===== config.mk =====
export PLATFORM = sky130hd
export DESIGN_NAME = aes_encrypt_iter
export DESIGN_NICKNAME = d
export VERILOG_FILES = /design/src/rtl/aes_encrypt_iter_pkg.sv /design/src/rtl/aes_encrypt_iter_round.sv /design/src/rtl/aes_encrypt_iter.sv
export SDC_FILE = /design/constraint.sdc
export NUM_CORES = 2
export LEC_CHECK = 0
export BUFFER_PORTS_ARGS = -buffer_cell sky130_fd_sc_hd__buf_2
export CAP_MARGIN = 30
export CORE_AREA = 2 2 656 658
export CTS_CLUSTER_DIAMETER = 40
export DETAILED_ROUTE_END_ITERATION = 7
export DIE_AREA = 0 0 658 660
export PLACE_DENSITY_LB_ADDON = 0.1
export SLEW_MARGIN = 20
export SYNTH_ARGS = -nofsm -noshare
export SYNTH_HDL_FRONTEND = slang
export SYNTH_SLANG_ARGS = --single-unit

===== constraint.sdc =====
create_clock -name clk -period 12.96 [get_ports clk]
set_input_delay 0.648 -clock clk [delete_from_list [all_inputs] [get_ports clk]]
set_output_delay 0.648 -clock clk [all_outputs]
set_load 0.02 [all_outputs]

===== src/rtl/aes_encrypt_iter_pkg.sv =====
// Shared AES definitions: FSM encoding, round count, S-box and the
// SubWord / KeyExpansion helpers used by the encryption datapath.
package aes_encrypt_iter_pkg;

  localparam int AES_NR = 10;
  localparam int ROUND_CNT_W = 4;

  typedef enum logic [1:0] {
    IDLE  = 2'd0,
    ROUND = 2'd1,
    DONE  = 2'd2
  } aes_fsm_e;

  localparam logic [7:0] SBOX [256] = '{
    8'h63, 8'h7c, 8'h77, 8'h7b, 8'hf2, 8'h6b, 8'h6f, 8'hc5, 8'h30, 8'h01, 8'h67, 8'h2b, 8'hfe, 8'hd7, 8'hab, 8'h76,
    8'hca, 8'h82, 8'hc9, 8'h7d, 8'hfa, 8'h59, 8'h47, 8'hf0, 8'had, 8'hd4, 8'ha2, 8'haf, 8'h9c, 8'ha4, 8'h72, 8'hc0,
    8'hb7, 8'hfd, 8'h93, 8'h26, 8'h36, 8'h3f, 8'hf7, 8'hcc, 8'h34, 8'ha5, 8'he5, 8'hf1, 8'h71, 8'hd8, 8'h31, 8'h15,
    8'h04, 8'hc7, 8'h23, 8'hc3, 8'h18, 8'h96, 8'h05, 8'h9a, 8'h07, 8'h12, 8'h80, 8'he2, 8'heb, 8'h27, 8'hb2, 8'h75,
    8'h09, 8'h83, 8'h2c, 8'h1a, 8'h1b, 8'h6e, 8'h5a, 8'ha0, 8'h52, 8'h3b, 8'hd6, 8'hb3, 8'h29, 8'he3, 8'h2f, 8'h84,
    8'h53, 8'hd1, 8'h00, 8'hed, 8'h20, 8'hfc, 8'hb1, 8'h5b, 8'h6a, 8'hcb, 8'hbe, 8'h39, 8'h4a, 8'h4c, 8'h58, 8'hcf,
    8'hd0, 8'hef, 8'haa, 8'hfb, 8'h43, 8'h4d, 8'h33, 8'h85, 8'h45, 8'hf9, 8'h02, 8'h7f, 8'h50, 8'h3c, 8'h9f, 8'ha8,
    8'h51, 8'ha3, 8'h40, 8'h8f, 8'h92, 8'h9d, 8'h38, 8'hf5, 8'hbc, 8'hb6, 8'hda, 8'h21, 8'h10, 8'hff, 8'hf3, 8'hd2,
    8'hcd, 8'h0c, 8'h13, 8'hec, 8'h5f, 8'h97, 8'h44, 8'h17, 8'hc4, 8'ha7, 8'h7e, 8'h3d, 8'h64, 8'h5d, 8'h19, 8'h73,
    8'h60, 8'h81, 8'h4f, 8'hdc, 8'h22, 8'h2a, 8'h90, 8'h88, 8'h46, 8'hee, 8'hb8, 8'h14, 8'hde, 8'h5e, 8'h0b, 8'hdb,
    8'he0, 8'h32, 8'h3a, 8'h0a, 8'h49, 8'h06, 8'h24, 8'h5c, 8'hc2, 8'hd3, 8'hac, 8'h62, 8'h91, 8'h95, 8'he4, 8'h79,
    8'he7, 8'hc8, 8'h37, 8'h6d, 8'h8d, 8'hd5, 8'h4e, 8'ha9, 8'h6c, 8'h56, 8'hf4, 8'hea, 8'h65, 8'h7a, 8'hae, 8'h08,
    8'hba, 8'h78, 8'h25, 8'h2e, 8'h1c, 8'ha6, 8'hb4, 8'hc6, 8'he8, 8'hdd, 8'h74, 8'h1f, 8'h4b, 8'hbd, 8'h8b, 8'h8a,
    8'h70, 8'h3e, 8'hb5, 8'h66, 8'h48, 8'h03, 8'hf6, 8'h0e, 8'h61, 8'h35, 8'h57, 8'hb9, 8'h86, 8'hc1, 8'h1d, 8'h9e,
    8'he1, 8'hf8, 8'h98, 8'h11, 8'h69, 8'hd9, 8'h8e, 8'h94, 8'h9b, 8'h1e, 8'h87, 8'he9, 8'hce, 8'h55, 8'h28, 8'hdf,
    8'h8c, 8'ha1, 8'h89, 8'h0d, 8'hbf, 8'he6, 8'h42, 8'h68, 8'h41, 8'h99, 8'h2d, 8'h0f, 8'hb0, 8'h54, 8'hbb, 8'h16
  };

  // Multiply by x in GF(2^8) modulo x^8+x^4+x^3+x+1; the shifted-out bit folds back as 0x1b.
  function automatic logic [7:0] xtime(input logic [7:0] b);
    return {b[6:0], 1'b0} ^ (b[7] ? 8'h1b : 8'h00);
  endfunction

  // S-box substitution of all four bytes of a 32-bit word.
  function automatic logic [31:0] sub_word(input logic [31:0] w);
    return {SBOX[w[31:24]], SBOX[w[23:16]], SBOX[w[15:8]], SBOX[w[7:0]]};
  endfunction

  // AES-128 key schedule packed so round key r sits at [128*r +: 128],
  // with word 4r in the most significant bits of that slice.
  function automatic logic [128*(AES_NR+1)-1:0] key_expansion(input logic [127:0] key);
    logic [31:0] w [4*(AES_NR+1)];
    logic [31:0] t;
    logic [7:0]  rc;
    logic [128*(AES_NR+1)-1:0] result;
    result = '0;
    rc = 8'h01;
    for (int i = 0; i < 4; i++) begin
      w[i] = key[127-32*i -: 32];
    end
    for (int i = 4; i < 4*(AES_NR+1); i++) begin
      t = w[i-1];
      if ((i % 4) == 0) begin
        t  = sub_word({t[23:0], t[31:24]}) ^ {rc, 24'h000000};
        rc = xtime(rc);
      end
      w[i] = w[i-4] ^ t;
    end
    for (int i = 0; i < 4*(AES_NR+1); i++) begin
      result[128*(i/4) + 96 - 32*(i%4) +: 32] = w[i];
    end
    return result;
  endfunction

endpackage


===== src/rtl/aes_encrypt_iter_round.sv =====
// One combinational AES round: SubBytes, ShiftRows, optional MixColumns,
// AddRoundKey. The last round skips MixColumns when final_round is high.
module aes_round
  import aes_encrypt_iter_pkg::*;
(
  input  logic [127:0] state,
  input  logic [127:0] round_key,
  input  logic         final_round,
  output logic [127:0] next_state
);

  logic [127:0] sub_bytes;
  logic [127:0] shift_rows;
  logic [127:0] mix_cols;

  // Column mix with fixed coefficients {02,03,01,01} rotated per row.
  function automatic logic [31:0] mix_column(input logic [31:0] col);
    logic [7:0] a0, a1, a2, a3;
    a0 = col[31:24];
    a1 = col[23:16];
    a2 = col[15:8];
    a3 = col[7:0];
    return {xtime(a0) ^ xtime(a1) ^ a1 ^ a2 ^ a3,
            a0 ^ xtime(a1) ^ xtime(a2) ^ a2 ^ a3,
            a0 ^ a1 ^ xtime(a2) ^ xtime(a3) ^ a3,
            xtime(a0) ^ a0 ^ a1 ^ a2 ^ xtime(a3)};
  endfunction

  // Byte i of the block is row i%4, column i/4; each column is one SubWord.
  always_comb begin
    sub_bytes  = '0;
    shift_rows = '0;
    mix_cols   = '0;
    for (int c = 0; c < 4; c++) begin
      sub_bytes[127-32*c -: 32] = sub_word(state[127-32*c -: 32]);
    end
    for (int c = 0; c < 4; c++) begin
      for (int r = 0; r < 4; r++) begin
        shift_rows[127-8*(4*c+r) -: 8] = sub_bytes[127-8*(4*((c+r)%4)+r) -: 8];
      end
    end
    for (int c = 0; c < 4; c++) begin
      mix_cols[127-32*c -: 32] = mix_column(shift_rows[127-32*c -: 32]);
    end
    next_state = (final_round ? shift_rows : mix_cols) ^ round_key;
  end

endmodule


===== src/rtl/aes_encrypt_iter.sv =====
// Iterative AES-128 encryptor: one round per clock, valid/ready handshake on
// both sides. The expanded key is supplied externally and must stay stable
// while a block is in flight.
module aes_encrypt_iter
  import aes_encrypt_iter_pkg::*;
#(
  parameter int NR = AES_NR
) (
  input  logic                    clk,
  input  logic                    rst_n,
  input  logic                    in_valid,
  output logic                    in_ready,
  input  logic [127:0]            plaintext,
  input  logic [128*(NR+1)-1:0]   full_key,
  output logic                    out_valid,
  input  logic                    out_ready,
  output logic [127:0]            ciphertext,
  output logic                    busy
);

  aes_fsm_e                 fsm_q;
  aes_fsm_e                 fsm_d;
  logic [ROUND_CNT_W-1:0]   round_q;
  logic [ROUND_CNT_W-1:0]   round_d;
  logic [127:0]             state_q;
  logic [127:0]             state_d;
  logic [127:0]             round_key;
  logic [127:0]             round_out;
  logic                     final_round;

  assign final_round = (round_q == ROUND_CNT_W'(NR));
  assign ciphertext  = state_q;

  // Pick the round key addressed by the round counter.
  always_comb begin
    round_key = full_key[127:0];
    for (int r = 1; r <= NR; r++) begin
      if (round_q == ROUND_CNT_W'(r)) begin
        round_key = full_key[128*r +: 128];
      end
    end
  end

  aes_round u_round (
    .state       (state_q),
    .round_key   (round_key),
    .final_round (final_round),
    .next_state  (round_out)
  );

  // Next-state, datapath update and handshake outputs for IDLE/ROUND/DONE.
  always_comb begin
    fsm_d     = fsm_q;
    round_d   = round_q;
    state_d   = state_q;
    in_ready  = 1'b0;
    out_valid = 1'b0;
    busy      = 1'b1;
    case (fsm_q)
      IDLE: begin
        busy     = 1'b0;
        in_ready = rst_n;
        if (in_valid && in_ready) begin
          state_d = plaintext ^ full_key[127:0];
          round_d = ROUND_CNT_W'(1);
          fsm_d   = ROUND;
        end
      end
      ROUND: begin
        state_d = round_out;
        if (final_round) begin
          fsm_d = DONE;
        end else begin
          round_d = round_q + ROUND_CNT_W'(1);
        end
      end
      DONE: begin
        out_valid = 1'b1;
        if (out_ready) begin
          fsm_d   = IDLE;
          round_d = '0;
        end
      end
      default: begin
        fsm_d   = IDLE;
        round_d = '0;
      end
    endcase
  end

  // State register with synchronous active-low reset that drops any block in flight.
  always_ff @(posedge clk) begin
    if (!rst_n) begin
      fsm_q   <= IDLE;
      round_q <= '0;
      state_q <= '0;
    end else begin
      fsm_q   <= fsm_d;
      round_q <= round_d;
      state_q <= state_d;
    end
  end

endmodule


==> metrics.cfg <==
[outcome]
status=finished, final reports clean

[clock_tree]
clock_sinks=134
cts_repair_resize_count=0
tritoncts.num_buffers=17
tritoncts_clock_tree=yes
post_cts_setup_bufs=0
cts_hold_buf=0
path_clk_slew_ps=90
cts-htree-levels=4
ctsRootBufferMaster=sky130_fd_sc_hd__clkbuf_16
clkLatencyLatePin_ps=600
cts.path.max_buffers=2

[global_route]
largest_net_degree_at_the_start_of_global_routing=135
globalRoute.totalOverflow=0
track_usage_pct=39.1
antenna_found_initial=330
grt_pass1_vias=107000
first_pass_grt_wire_length_um=1140000

[pwr]
power-per-cell-area_nw_per_um2=373
power.static_leakage_nw=34.3
p_int_mw=12.8
share_clk_of_total_power_pct=1.7
power_switching_mw=23.3
power.total_mw=36.1
gate_power_share_pct=94.5
ir_worst_vdd_v=0.000280
sw_frac_of_total_pct=64.4
power_frac_seq_pct=3.8

[yosys]
dominant_combinational_cell_family_by_area_after_synthesis=compound AO/OA/AOI/OAI gates
synth-edff-count=0
ys_ff_latch=134
synth_fp_nets=13900
synthXorXnorAreaFrac_pct=9.16
synth_seq_area_share_pct=3.38
area_fraction_in_and_or_nand_and_nor_cells_after_synthesis_pct=25.6
muxShareOfSynthArea_pct=7.48
synth_fa_ha_area_share_pct=3.75
synthesis.instances=12100
synth_cell_types=126
synth-compound-area-share_pct=41.6
synthFlopType=sky130_fd_sc_hd__dfxtp_1
number_of_warning_messages_in_the_yosys_log=0
netlist_area_um2=79300
syn_avg_cell_area_um2=6.53
synth_async_sr_flop_share_pct=0

[critical_path]
cpMostUsedCell=sky130_fd_sc_hd__buf_4
worst_setup_path_startpoint=round_q[0]
path_class=reg -> reg
rr_endpoint=ciphertext[40]
timing.critical_path.slowest_stage_cell=sky130_fd_sc_hd__nor3_4
cp.depth=15
critPathLaunchType=flop
cp.buffers_inverters=3
crit_end=ciphertext[40]
timing.rr.start=round_q[0]
critical_path.cell_chain=ha_1 -> nor3b_2 -> buf_4 -> buf_4 -> buf_4 -> nand2_1 -> a311oi_1 -> a211oi_1 -> nor3_4 -> a211oi_1 -> o31ai_2 -> xnor2_1 -> xnor2_1 -> nand2_1 -> a21oi_1
worst_path_largest_cell_delay_ps=750
timing.critical_path.max_delay_family=buffers and inverters
worst_path_required_ps=13480
critical_path.max_fanout=41
rrSetupSlack_ps=6720
timing.critical_path.arrival_ps=6760
worst_setup_path_end_kind=flop
worst_r2r_path_depth=15

[die]
die_span_in_y_um=660
core_ar_um2=427000
fp.dieArea_um2=434000
initial_utilization_pct=18.6
dieWidth_um=658
floorplan.io_pins=1671
floorplan.rows=240

[sta]
achievable-frequency_mhz=160
whs_ps=413
hold_violations=0
grt_setup_unrepaired=no
tns_ps=0
drv_slew=0
fin_worst_skew_ps=24.6
finalSetupViolCount=0
final.min_clock_period_ps=6240
relSlewSlack_pct=20.5
post-route-period-util_pct=48.1
worstMarginPinSlew_ps=1190

[layout]
flow.area_growth_from_synthesis_pct=22.2
layout.nets=14700
multi_input_area_um2=70300
regArea_um2=2850
layout_commonest_cell=sky130_fd_sc_hd__buf_2
layout.cells.most_common_list=1680 x sky130_fd_sc_hd__buf_2, 1106 x sky130_fd_sc_hd__nand2_1, 991 x sky130_fd_sc_hd__nor2_1
final_core_utilization_pct=22.7
drive_above_1_share_pct=22.8
fillerInstances=49400

[route]
ant_nets=0
drt_first_iter_violations=18500
drt-wirelength-per-cell_um=45.9
post_detailed_route_via_to_cell_ratio=6.06
drt_first_pass_iters=8
drcViolationCount=0
detail_route.wirelength_um=897000
route.vias.total=118000

[placement]
detailed_place_hpwl_um=723000
place.port_buffers=1670
gp_routability_congestion=1.05

[run]
max_cap_viol_count=0

[hold_path]
worst_hold_path_type=in -> reg

-- stage by stage --
stage / setup slack (ps) / cells / area [um2]
6_report: 6720 / 19500 / 96800
5_1_grt: 6720 / 19400 / 96500
4_1_cts: 6920 / 18600 / 94500
3_5_place_dp: 6920 / 18600 / 93900
3_3_place_gp: 5990 / 18500 / 93200
2_1_floorplan: 8560 / 12100 / 79300
-- cell families (layout without fill, tap and decap cells) --
family | Yosys count | after routing
adder cells (fa/ha/maj) | 239 | 239
multiplexers | 348 | 348
XOR/XNOR | 793 | 793
AND/OR/NAND/NOR | 4206 | 4206
flip-flops | 134 | 134
AO/OA/AOI/OAI | 4762 | 4762
buffers and inverters | 1661 | 2476
other | 0 | 875
-- flip-flops by register name, summed over array words and instances, names as in the netlist --
register	count
fsm_q	2
ciphertext	128
round_q	4
-- worst reg2reg max path, stage by stage, from the launching register on --
cell	delay, ps
sky130_fd_sc_hd__dfxtp_1	450
sky130_fd_sc_hd__ha_1	450
sky130_fd_sc_hd__nor3b_2	250
sky130_fd_sc_hd__buf_4	530
sky130_fd_sc_hd__buf_4	670
sky130_fd_sc_hd__buf_4	530
sky130_fd_sc_hd__nand2_1	150
sky130_fd_sc_hd__a311oi_1	280
sky130_fd_sc_hd__a211oi_1	110
sky130_fd_sc_hd__nor3_4	750
sky130_fd_sc_hd__a211oi_1	210
sky130_fd_sc_hd__o31ai_2	720
sky130_fd_sc_hd__xnor2_1	260
sky130_fd_sc_hd__xnor2_1	490
sky130_fd_sc_hd__nand2_1	160
sky130_fd_sc_hd__a21oi_1	180
-- Yosys cell counts, drive strengths merged, types with 276 or more instances --
master     n  share of area, %
nand2b   350               2.8
a21oi    912               5.8
nor2    1006               4.8
nor2b    304               2.4
o21ai    962               6.1
buf      626               4.2
nor3     430               2.7
a211oi   399               3.8
xnor2    563               6.2
nand3    391               2.5
nand2   1115               5.3
clkbuf   848               4.0
o211ai   276               2.6
-- worst min path at each step --
stage,start,slack (ps),to,cells past startpoint
after detailed placement,ciphertext[87],490,ciphertext[87],2
after floorplan,round_q[1],500,round_q[1],2
final,out_ready,410,fsm_q[1],3
after global routing,out_ready,420,fsm_q[1],3
after global placement,ciphertext[87],480,ciphertext[87],2
after CTS,out_ready,380,fsm_q[1],3
-- layout make-up --
class,instances,share of cell area [%]
inverter,187,0.725
sequential,134,2.95
clock inverter,15,0.185
timing repair buffer,2257,13.5
clock buffer,17,0.439
tap,5687,7.35
multi-input combinational,10300,72.6
antenna,875,2.26
-- per-layer routing --
| metal | track usage (%) | share of wire, % | up-vias |
|---|---|---|---|
| met3 | 10.7 | 9.6 | 1662 |
| met1 | 46.2 | 38 | 59500 |
| met4 | 37.3 | 11 | 100 |
| met2 | 56.8 | 42 | 8458 |
| met5 | 0.0222 | 0.072 | - |
| li1 | - | - | 48600 |
-- power by group through the flow --
stage | sequential, mW | clock, mW | combinational, mW
global route | 1.41 | 0.625 | 35.1
CTS | 1.35 | 0.619 | 32.8
detailed placement | 1.36 | 0 | 32.6
finish | 1.39 | 0.614 | 34.1
global placement | 1.37 | 0 | 33.2
floorplan | 0.964 | 0 | 21.2
Note: power is estimated with default switching activity, not from simulation.
